[src/rtl/mips_multicycle_ctrl.sv]
// Multicycle MIPS main controller: a Moore sequencer over fetch/decode/execute/memory/writeback
// that drives the datapath muxes, write enables and ALU control. It holds no datapath state.
module mips_multicycle_ctrl #(
    parameter int MEM_WAIT = 0
) (
    input  logic       clk,
    input  logic       rst,
    input  logic [5:0] op,
    input  logic [5:0] funct,
    input  logic       zero,
    output logic       pc_en,
    output logic       iord,
    output logic       mem_write,
    output logic       ir_write,
    output logic       reg_dst,
    output logic       mem_to_reg,
    output logic       reg_write,
    output logic       alu_src_a,
    output logic [1:0] alu_src_b,
    output logic [1:0] pc_src,
    output logic [2:0] alu_control,
    output logic       illegal
);

    typedef enum logic [3:0] {
        FETCH  = 4'd0,  DECODE = 4'd1,  MEMADR = 4'd2,  MEMRD  = 4'd3,
        MEMWB  = 4'd4,  MEMWR  = 4'd5,  EXEC   = 4'd6,  ALUWB  = 4'd7,
        BRANCH = 4'd8,  ADDIEX = 4'd9,  ADDIWB = 4'd10, JUMP   = 4'd11
    } state_t;

    localparam logic [3:0] WAIT_LAST = 4'(MEM_WAIT);
    localparam logic [5:0] OP_RTYPE  = 6'b000000;
    localparam logic [5:0] OP_LW     = 6'b100011;
    localparam logic [5:0] OP_SW     = 6'b101011;
    localparam logic [5:0] OP_BEQ    = 6'b000100;
    localparam logic [5:0] OP_ADDI   = 6'b001000;
    localparam logic [5:0] OP_J      = 6'b000010;

    state_t     state_r;
    state_t     next_state_s;
    logic [3:0] wait_cnt_r;
    logic [3:0] wait_cnt_next_s;
    logic       wait_last_s;
    logic       pcwrite_s;
    logic       branch_s;
    logic       ir_write_s;
    logic       mem_write_s;
    logic       reg_write_s;
    logic       illegal_s;
    logic [1:0] aluop_s;

    // Unknown funct codes fall back to add so the datapath never sees an undefined ALU op.
    function automatic logic [2:0] alu_decode(input logic [1:0] aluop, input logic [5:0] f);
        logic [2:0] ctl;
        case (aluop)
            2'b00: ctl = 3'b010;
            2'b01: ctl = 3'b110;
            2'b10: begin
                case (f)
                    6'b100000: ctl = 3'b010;
                    6'b100010: ctl = 3'b110;
                    6'b100100: ctl = 3'b000;
                    6'b100101: ctl = 3'b001;
                    6'b101010: ctl = 3'b111;
                    default:   ctl = 3'b010;
                endcase
            end
            default: ctl = 3'b010;
        endcase
        return ctl;
    endfunction

    // State and memory-wait counter register.
    always_ff @(posedge clk or posedge rst) begin
        if (rst) begin
            state_r    <= FETCH;
            wait_cnt_r <= 4'd0;
        end else begin
            state_r    <= next_state_s;
            wait_cnt_r <= wait_cnt_next_s;
        end
    end

    // Next-state and Moore control decode.
    always_comb begin
        next_state_s    = FETCH;
        wait_cnt_next_s = 4'd0;
        wait_last_s     = (wait_cnt_r == WAIT_LAST);
        pcwrite_s       = 1'b0;
        branch_s        = 1'b0;
        ir_write_s      = 1'b0;
        mem_write_s     = 1'b0;
        reg_write_s     = 1'b0;
        illegal_s       = 1'b0;
        iord            = 1'b0;
        reg_dst         = 1'b0;
        mem_to_reg      = 1'b0;
        alu_src_a       = 1'b0;
        alu_src_b       = 2'b00;
        pc_src          = 2'b00;
        aluop_s         = 2'b00;
        case (state_r)
            FETCH: begin
                alu_src_b = 2'b01;
                if (wait_last_s) begin
                    ir_write_s   = 1'b1;
                    pcwrite_s    = 1'b1;
                    next_state_s = DECODE;
                end else begin
                    wait_cnt_next_s = wait_cnt_r + 4'd1;
                    next_state_s    = FETCH;
                end
            end
            DECODE: begin
                // ALU precomputes the branch target while the opcode is decoded.
                alu_src_b = 2'b11;
                case (op)
                    OP_LW, OP_SW: next_state_s = MEMADR;
                    OP_RTYPE:     next_state_s = EXEC;
                    OP_BEQ:       next_state_s = BRANCH;
                    OP_ADDI:      next_state_s = ADDIEX;
                    OP_J:         next_state_s = JUMP;
                    default: begin
                        illegal_s    = 1'b1;
                        next_state_s = FETCH;
                    end
                endcase
            end
            MEMADR: begin
                alu_src_a = 1'b1;
                alu_src_b = 2'b10;
                if (op == OP_SW) begin
                    next_state_s = MEMWR;
                end else begin
                    next_state_s = MEMRD;
                end
            end
            MEMRD: begin
                iord = 1'b1;
                if (wait_last_s) begin
                    next_state_s = MEMWB;
                end else begin
                    wait_cnt_next_s = wait_cnt_r + 4'd1;
                    next_state_s    = MEMRD;
                end
            end
            MEMWB: begin
                mem_to_reg  = 1'b1;
                reg_write_s = 1'b1;
            end
            MEMWR: begin
                iord        = 1'b1;
                mem_write_s = 1'b1;
            end
            EXEC: begin
                alu_src_a    = 1'b1;
                aluop_s      = 2'b10;
                next_state_s = ALUWB;
            end
            ALUWB: begin
                reg_dst     = 1'b1;
                reg_write_s = 1'b1;
            end
            BRANCH: begin
                alu_src_a = 1'b1;
                aluop_s   = 2'b01;
                pc_src    = 2'b01;
                branch_s  = 1'b1;
            end
            ADDIEX: begin
                alu_src_a    = 1'b1;
                alu_src_b    = 2'b10;
                next_state_s = ADDIWB;
            end
            ADDIWB: begin
                reg_write_s = 1'b1;
            end
            JUMP: begin
                pc_src    = 2'b10;
                pcwrite_s = 1'b1;
            end
            default: begin
                next_state_s = FETCH;
            end
        endcase
        alu_control = alu_decode(aluop_s, funct);
    end

    // Enables are forced low while reset is held so no partial write escapes.
    assign pc_en     = ~rst & (pcwrite_s | (branch_s & zero));
    assign ir_write  = ~rst & ir_write_s;
    assign mem_write = ~rst & mem_write_s;
    assign reg_write = ~rst & reg_write_s;
    assign illegal   = ~rst & illegal_s;

endmodule

[config.mk]
export PLATFORM = sky130hd
export DESIGN_NAME = mips_multicycle_ctrl
export DESIGN_NICKNAME = d
export VERILOG_FILES = /design/src/rtl/mips_multicycle_ctrl.sv
export SDC_FILE = /design/constraint.sdc
export NUM_CORES = 1
export LEC_CHECK = 0
export ABC_AREA = 1
export BUFFER_PORTS_ARGS = -buffer_cell sky130_fd_sc_hd__buf_2
export CAP_MARGIN = 25
export CELL_PAD_IN_SITES_DETAIL_PLACEMENT = 0
export CELL_PAD_IN_SITES_GLOBAL_PLACEMENT = 1
export CORE_UTILIZATION = 28
export CTS_CLUSTER_SIZE = 14
export DETAILED_ROUTE_END_ITERATION = 8
export PLACE_DENSITY_LB_ADDON = 0.1
export SYNTH_ARGS = -nofsm -noshare
export SYNTH_HDL_FRONTEND = slang
export SYNTH_SLANG_ARGS = --single-unit
[constraint.sdc]
create_clock -name clk -period 1.4 [get_ports clk]
set_input_delay 0.28 -clock clk [delete_from_list [all_inputs] [get_ports clk]]
set_output_delay 0.28 -clock clk [all_outputs]
set_load 0.03 [all_outputs]
**Word-level counts from Yosys, hierarchy flattened**

Cells that the tools add are included.
W data, S select, Z words.

- Reduce and logical (&&, ||, !) cells: 10
- Muxes and demuxes: 24
- Bitwise logic cells: 8
- Add/subtract/negate cells: 1
- Equality and inequality tests: 22

Operators with widths:

| cell | number |
|---|---|
| $eq A6 B6 Y1 const B | 6 |
| $pmux W4 S6 | 1 |
| $pmux W4 S5 | 1 |
| $eq A4 B3 Y1 const B | 4 |
| $eq A4 B4 Y1 const B | 4 |
| $mux W1 | 12 |
| $pmux W3 S4 | 1 |
| $eq A4 B2 Y1 const B | 2 |
| $logic_not A4 Y1 | 2 |
| $mux W4 | 2 |
| $pmux W2 S2 | 2 |
| $reduce_or A2 Y1 | 4 |
| $and A1 B1 Y1 | 6 |
| $eq A6 B2 Y1 const B | 1 |
| $eq A6 B3 Y1 const B | 1 |
| $eq A6 B4 Y1 const B | 1 |
| $logic_not A6 Y1 | 1 |
| $mux W3 | 2 |
| $pmux W2 S3 | 1 |
| $pmux W3 S2 | 1 |
| $reduce_or A6 Y1 | 1 |
| $add A4 B1 Y4 const B | 1 |
| $eq A4 B1 Y1 const B | 1 |
| $reduce_or A4 Y1 | 1 |
| 6 further kinds | 6 |

- Output and inout bits: 16
- Input port bits: 15
- Register bits after elaboration: 8
- Logic and storage cells: 67

**Logic depth before layout (Yosys ltp)**

Gate-level depths: netlist of run 1.

- Depth after elaboration: 5
- Mapped depth: 8
- Gate-level depth less buffers: 8

**Worst setup path before layout of run 1**

OpenSTA, ideal clock, no wires.

- Path kind: flip-flop to output port
- Start point: register state_r[2]
- End point: output alu_control[2]
- Setup slack: -412 ps
- Required time: 1120 ps
- Arrival: 1532 ps
- Stages on the path, launching flop included: 8
- Buffers on the path: 0
- Cell sequence: dfrtp_1 > inv_1 > nor2_2 > nand2_1 > inv_1 > ha_1 > nand3_1 > a21oi_1

- Longest elaborated chain between the ends: 4
- Elaborated cells between the ends (all ways): 6
- Classes of those cells: eq/ne (4); mux (2)

RTL lines:

| what | line | text |
|---|---|---|
| start, declared | 39 | `state_t state_r;` |
| start signal, assigned | 79 | `state_r <= next_state_s;` |
| $eq A4 B4 Y1 / $eq A4 B3 Y1 (equally long branches) | 102 | `case (state_r)` |
| $pmux W2 S2 (*) | 102 |  |
| $eq A2 B2 Y1 / $eq A2 B1 Y1 (equally long branches) | 55 | `case (aluop)` |
| $pmux W3 S2 (*) | 55 |  |
| end, declared | 21 | `output logic [2:0] alu_control,` |

Mark *: on every way between the ends. The rest lies on a longest branch, timed or not.

**Worst setup path in the final report of run 1**

- Start point: register state_r[3]
- End point: output alu_control[0]

The elaborated chain is that of the path after synthesis.

==> results of run 1 <==
-- layout make-up --
cell class	count	area, um2	share of cell area, %
inverters	32	128	7.23
clock buffers	3	22.5	1.28
flip-flops and latches	8	204	11.6
repair buffers	75	637	36.1
multi-input cells	97	734	41.6
well taps	31	38.8	2.20
-- synthesized netlist by cell type --
master    instances
nand2_1          33
dfrtp_1           8
nor2_1           28
nand3b_1          1
inv_2             3
ha_1              5
nand3_1          13
nor3_2            1
nor2_4            3
xor2_1            1
inv_1            28
o22ai_1           1
nor2_2            3
clkinv_1          1
o211ai_1          1
nand4_1           3
a21oi_1           2
xnor2_1           1
nor3_1            1
-- sequential cells by signal, summed over array words and instances, names as in the netlist --
register and flops:
state_r 4, wait_cnt_r 4
-- power by group through the flow --
stage	Sequential, mW	Clock [mW]	Combinational (mW)
global placement	0.309	0	1.26
CTS	0.311	0.179	1.74
detailed placement	0.310	0	1.27
global route	0.342	0.194	2.17
finish	0.337	0.171	2.02
floorplan	0.309	0	0.734
-- per-stage QoR --
stage / power (mW) / utilization [%] / hold slack (ns) / worst slack [ns] / instances
2_1_floorplan: 1.04 / - / 0.112 / -0.177 / 137
3_3_place_gp: 1.57 / 49.3 / 0.367 / -0.237 / 235
3_5_place_dp: 1.57 / 49.3 / 0.368 / -0.252 / 235
4_1_cts: 2.23 / 59.4 / 0.120 / -0.479 / 243
5_1_grt: 2.70 / 64.0 / 0.151 / -0.575 / 246
6_report: 2.53 / 64.0 / 0.141 / -0.484 / 246
-- per-layer routing --
metal / wire, um / up-vias
met1: 1110 / 505
met4: 40 / 0
met3: 64 / 6
met5: 0 / -
li1: - / 572
met2: 1440 / 19
-- worst paths after layout --
kind,startpoint,endpoint,slack [ns],cells past startpoint
worst max-delay path,state_r[3],alu_control[0],-0.48,9
worst min-delay path,rst,wait_cnt_r[1],0.14,3
worst max register to register,state_r[1],state_r[2],0.02,9
worst min register to register,wait_cnt_r[0],wait_cnt_r[0],0.55,2
max in group asynchronous,rst,state_r[1],1.14,3
min in group clk,op[4],state_r[2],0.38,4
-- tightest hold or removal path, delay by kind of cell --
| kind | cells | cell delay, ns |
|---|---|---|
| buffers and inverters | 3 | 0.43 |
-- cells in the final DEF (no fill, tap or decap), types with 2 or more instances in the layout --
cell | netlist | layout
inv_2 | 3 | 13
buf_2 | 0 | 14
nand4_1 | 3 | 3
dfrtp_1 | 8 | 5
ha_1 | 5 | 2
inv_4 | 0 | 3
nand2_1 | 33 | 14
clkbuf_4 | 0 | 3
nor2_1 | 28 | 19
inv_1 | 28 | 16
buf_4 | 0 | 32
ha_4 | 0 | 2
nand3_1 | 13 | 10
buf_6 | 0 | 29
dfrtp_2 | 0 | 3
nand2_4 | 0 | 6
nand3_2 | 0 | 2
nand2_2 | 0 | 13
nor2_2 | 3 | 2
nor2_4 | 3 | 13
a21oi_4 | 0 | 2
-- kinds of logic after synthesis --
family / after synthesis / synth area share (%)
AND/OR/NAND/NOR: 86 / 47.8
adder cells (fa/ha/maj): 5 / 7.70
buffers and inverters: 32 / 14.8
AO/OA/AOI/OAI: 4 / 2.93
XOR/XNOR: 2 / 2.16
flip-flops: 8 / 24.7
-- what timing repair did --
item	in CTS	in global routing
setup buffers	5	7
hold endpoints to repair	0	0
gates resized for setup	71	35
setup endpoints to repair	16	21
pin swaps	16	13
==> summary.txt, run 1 <==
Logic synthesis
  • Synth top area share: roughly 25%
  • Mean Syn Cell Area: 5.93 um2
  • Dominant cell type by area after synthesis: dfrtp_1
  • Library cells used by synthesis: 19
  • Synthesized flop and latch total: 8
  • Syn nets: between 150 and 200
  • Post-Synthesis Cells: 137
  • Synth area leaders: dfrtp_1 (25%), nand2_1 (15%), inv_1 (13%)
  • YS warnings: 0
  • Sequential area share after synthesis: 24.7%
  • Post-synthesis cell area: roughly 810 um2

Timing
  • Final Hold Vio Count: 0
  • Setup slack after layout: -0.484 ns
  • Slew Limit Fails: 0
  • Final setup fails: 16
  • Worst Clk Skew: ~0.0048 ns
  • Fmax: about 530 MHz
  • Slew HR: 84.0%
  • Worst slew pin tran: approximately 0.24 ns
  • Setup_tns: -5.34 ns
  • Fin crit share: 135%
  • RSZ-0062 raised after global routing: true
  • Minimum clock period: roughly 1.9 ns

Global routing
  • First-pass GRT wire length: between 4000 and 5000 um
  • GRT met3 Usage: under 10%
  • Initial antenna violation count: 0
  • Global-route total usage across every layer: around 17%
  • Vias in the first global route: about 1.1k
  • Grt peak-use layer: met2
  • Largest net degree at the start of global routing: 7
  • GRT overflow: 0
  • Met2 Usage GRT: approximately a third
  • Grt met1 use: between 20% and 30%

Floorplanning
  • Die height: roughly 56 um
  • Core box area: ~2800 um2
  • IO Pins: 31
  • Num rows: 19
  • Die area: approximately 3100 um2
  • Die Width: between 50 and 60 um
  • Initial Util: roughly 29%

Worst setup path
  • Crit path max-delay family: flip-flops
  • Worst Path Buf+Inv: 4
  • Worst path required time: 1.12 ns
  • Critical path class: flop to primary output
  • Critical Path Start Type: flop
  • Crit. End Element: primary output
  • Worst path arrival time: between 1.5 and 2 ns
  • Worst path slowest cell: dfrtp_2
  • CP Cell Sequence: inv_2 -> nor2_4 -> inv_2 -> nor2_4 -> inv_2 -> ha_4 -> nand3_4 -> o22ai_4 -> buf_6
  • Most frequent cell on the critical path: inv_2
  • Crit-path max FO: 4
  • Largest stage delay on the critical path: ~0.43 ns

Power and ir drop
  • Switch Pwr: around 1.2 mW
  • Sw Share: 46.1%
  • P_int: about 1.4 mW
  • PD cells: 1430 nW/um2
  • Logic gate share of total power: around 80%
  • P_leak: roughly 0.97 nW
  • Sequential power share: between 10% and 20%
  • VDD IR-drop max: around 0.0014 V
  • Clock Power Share: 6.8%

Route
  • Number of remaining DRC errors: 0
  • Final ANT Viol Nets: 0
  • Drt initial violations: 20
  • WL/cell: around 11 um
  • DR vias: ~1.1k
  • Post-detailed-route via-to-cell ratio: 4.48
  • WL final: 2660 um
  • First-pass DRT Iterations: 4

Layout
  • Synthesis-to-finish area growth: 117%
  • N_diodes: 0
  • Fin area: roughly 1800 um2
  • NumNets Final: 237
  • # fillers: around 260
  • Layout cell share with drive strength beyond 1: between 60% and 70%

CTS
  • CTS sink count: 8
  • Worst skew pair latency: 0.25 ns
  • CTS tree: built
  • CTS root buffer: clkbuf_4
  • Clock Path Buffers: 2
  • Total CTS buffers: 3
  • Worst-path clk slew: 0.05 ns
  • CTS Hold Bufs: 0
  • CTS H-tree depth: 1

Status
  • Outcome: complete, but fails checks
  • Failing checks: setup timing

Min path
  • HP Class: input pin to asynchronous set/reset pin

Flow run
  • Max cap viols: 0

Placed design
  • IO buf count: 30
  • Routability Congestion: roughly 0.75
  • HPWL after DPL: just under 2000 um
  • DP Area: 1360 um2
(Power assumes the default switching activity.)
==> run 2, diff against run 1 <==
CORE_UTILIZATION = 31   (was 28)
SETUP_SLACK_MARGIN = 0.02   (was default)
clock period = 2.1 ns   (was 1.4 ns; I/O delays follow)
==> run 2 against run 1 <==
Compared with the run above:
- the run now ends clean
- count of clock-buffer cells in the layout did not move
- die area fell by 9.3%
- clock skew fell by 0.0013 ns
- register-to-register slack improved by 0.83 ns
- global-route usage fell by 1.7 points
- largest power group unchanged
- sequential cell count did not move
==> summary.txt, run 2 (synthesized netlist as in run 1, its figures left out) <==
Placed design
  • IO buf count: 30 (unchanged)
  • HPWL after DPL: 1530 um (-23%)
  • Dpl ws: 0.151 ns (+0.403 ns)
  • Routability Congestion: 0.753 (+0.24%)
  • Post-placement cell count: 198 (-16%)
  • DP Area: 1010 um2 (-26%)

Flow run
  • Max cap viols: 0 (unchanged)

Layout
  • Fin area: 1200 um2 (-32%)
  • Commonest non-fill, non-tap cell in the layout: nand2_1
  • Most frequent cells in the layout: nand2_1 (30), nor2_1 (27), inv_1 (23), buf_2 (23), buf_4 (13)
  • N_diodes: 0 (unchanged)
  • NumNets Final: 201 (-15%)
  • Non-filler instance count after layout: 209 (-15%)
  • Layout cell share with drive strength beyond 1: 39.7% (-26 points)
  • Post-layout util: 48.4% (-16 points)
  • Top Registers: state_r x4, wait_cnt_r x4
  • Synthesis-to-finish area growth: 47.6%

CTS
  • CTS sink count: 8 (unchanged)
  • CTS H-tree depth: 1 (unchanged)
  • Worst skew pair latency: 0.25 ns (about the same)
  • Clock Path Buffers: 2 (unchanged)
  • CTS tree: built
  • CTS Hold Bufs: 0 (unchanged)
  • Total CTS buffers: 3 (unchanged)
  • Worst-path clk slew: 0.05 ns (about the same)
  • CTS root buffer: clkbuf_4

Worst setup path
  • Worst path arrival time: 1.58 ns (-0.02 ns)
  • Worst path required time: 1.68 ns (+0.56 ns)
  • Crit. End Element: primary output
  • Critical Path Start Type: flop
  • Critical path class: flop to primary output
  • Crit-path max FO: 4 (unchanged)

Global routing
  • Global-route total usage across every layer: 15.5% (-1.7 points)
  • Vias in the first global route: 805 (-25%)
  • GRT overflow: 0 (unchanged)
  • Largest net degree at the start of global routing: 9 (+2)
  • First-pass GRT wire length: 3250 um (-24%)
  • Initial antenna violation count: 0 (unchanged)

Route
  • WL final: 1900 um (-28%)
  • First-pass DRT Iterations: 4 (unchanged)
  • Final ANT Viol Nets: 0 (unchanged)
  • Number of remaining DRC errors: 0 (unchanged)
  • DR vias: 925 (-16%)
  • Drt initial violations: 14 (-30%)
  • WL/cell: 9.11 um (-16%)
  • Post-detailed-route via-to-cell ratio: 4.43 (-1.2%)

Timing
  • Worst Clk Skew: 0.00352 ns (-0.00128 ns)
  • Setup slack after layout: 0.0977 ns (+0.582 ns)
  • Hold_ws: 0.252 ns (+0.111 ns)
  • Setup_tns: 0 ns (+5.34 ns)
  • RSZ-0062 raised after global routing: true
  • Fmax: approximately 500 MHz
  • Final setup fails: 0 (-16)
  • Minimum clock period: 2.00 ns
  • Slew HR: 76.9% (-7.1 points)
  • Slew Limit Fails: 0 (unchanged)
  • Worst slew pin tran: 0.345 ns (+0.106 ns)
  • Fin crit share: 95.3%
  • Final Hold Vio Count: 0 (unchanged)

Power and ir drop
  • P_leak: 0.710 nW (-27%)
  • VDD IR-drop max: 0.000485 V (-66%)
  • Tot Pwr: 1.08 mW (-57%)
  • PD cells: 905 nW/um2 (-37%)

Floorplanning
  • IO Pins: 31 (unchanged)
  • Initial Util: 32.8% (+3.3 points)
  • Num rows: 18 (-1)
  • Die height: 53.2 um (-4.8%)
  • Core box area: 2480 um2 (-10%)
  • Die Width: 53.2 um (-4.8%)
  • Die area: 2830 um2 (-9.3%)

Status
  • Outcome: finished, final reports clean

Min path
  • HP Class: input pin to asynchronous set/reset pin
## run 2: final timing paths
check                      slack (ns)              to  cells after the start     startpoint
hold reg to reg                  0.49   wait_cnt_r[0]                      1  wait_cnt_r[0]
hold / removal                   0.25   wait_cnt_r[0]                      3            rst
max in group asynchronous        1.71      state_r[3]                      3            rst
min in group clk                 0.49   wait_cnt_r[0]                      1  wait_cnt_r[0]
setup reg to reg                 0.85      state_r[1]                      8     state_r[1]
setup / recovery                  0.1  alu_control[0]                      8     state_r[2]
## run 2: what timing repair did
item,4_1_cts,5_1_grt
endpoints found under the setup margin,4,7
resized for setup,11,28
buffers inserted,5,3
pin swaps,5,9
## run 2: power by group
| group | switching [mW] | internal [mW] |
|---|---|---|
| logic | 0.457 | 0.294 |
| clock network | 0.0473 | 0.0651 |
| registers | 0.0398 | 0.182 |
| total | 0.544 | 0.541 |
## run 2: layout make-up
cell class	count	area, um2
Clock buffer	3	22.5
Fill cell	272	1280
Inverter	32	125
Multi-Input combinational cell	97	567
Sequential cell	8	204
Tap cell	30	37.5
Timing Repair Buffer	39	243
## run 2: metal layers
metal	wire [um]	GRT usage [%]
met5	0	0
met4	5	3.95
met3	54	3.45
met2	913	25.5
met1	929	20.3
## run 2: worst max-delay path, cell delays in order (launching register included)
cell and delay [ns]:
dfrtp_1 0.44, inv_2 0.07, nor2_4 0.14, nand2_4 0.10
inv_4 0.07, ha_4 0.15, nand3_4 0.08, o22ai_2 0.14
buf_6 0.15
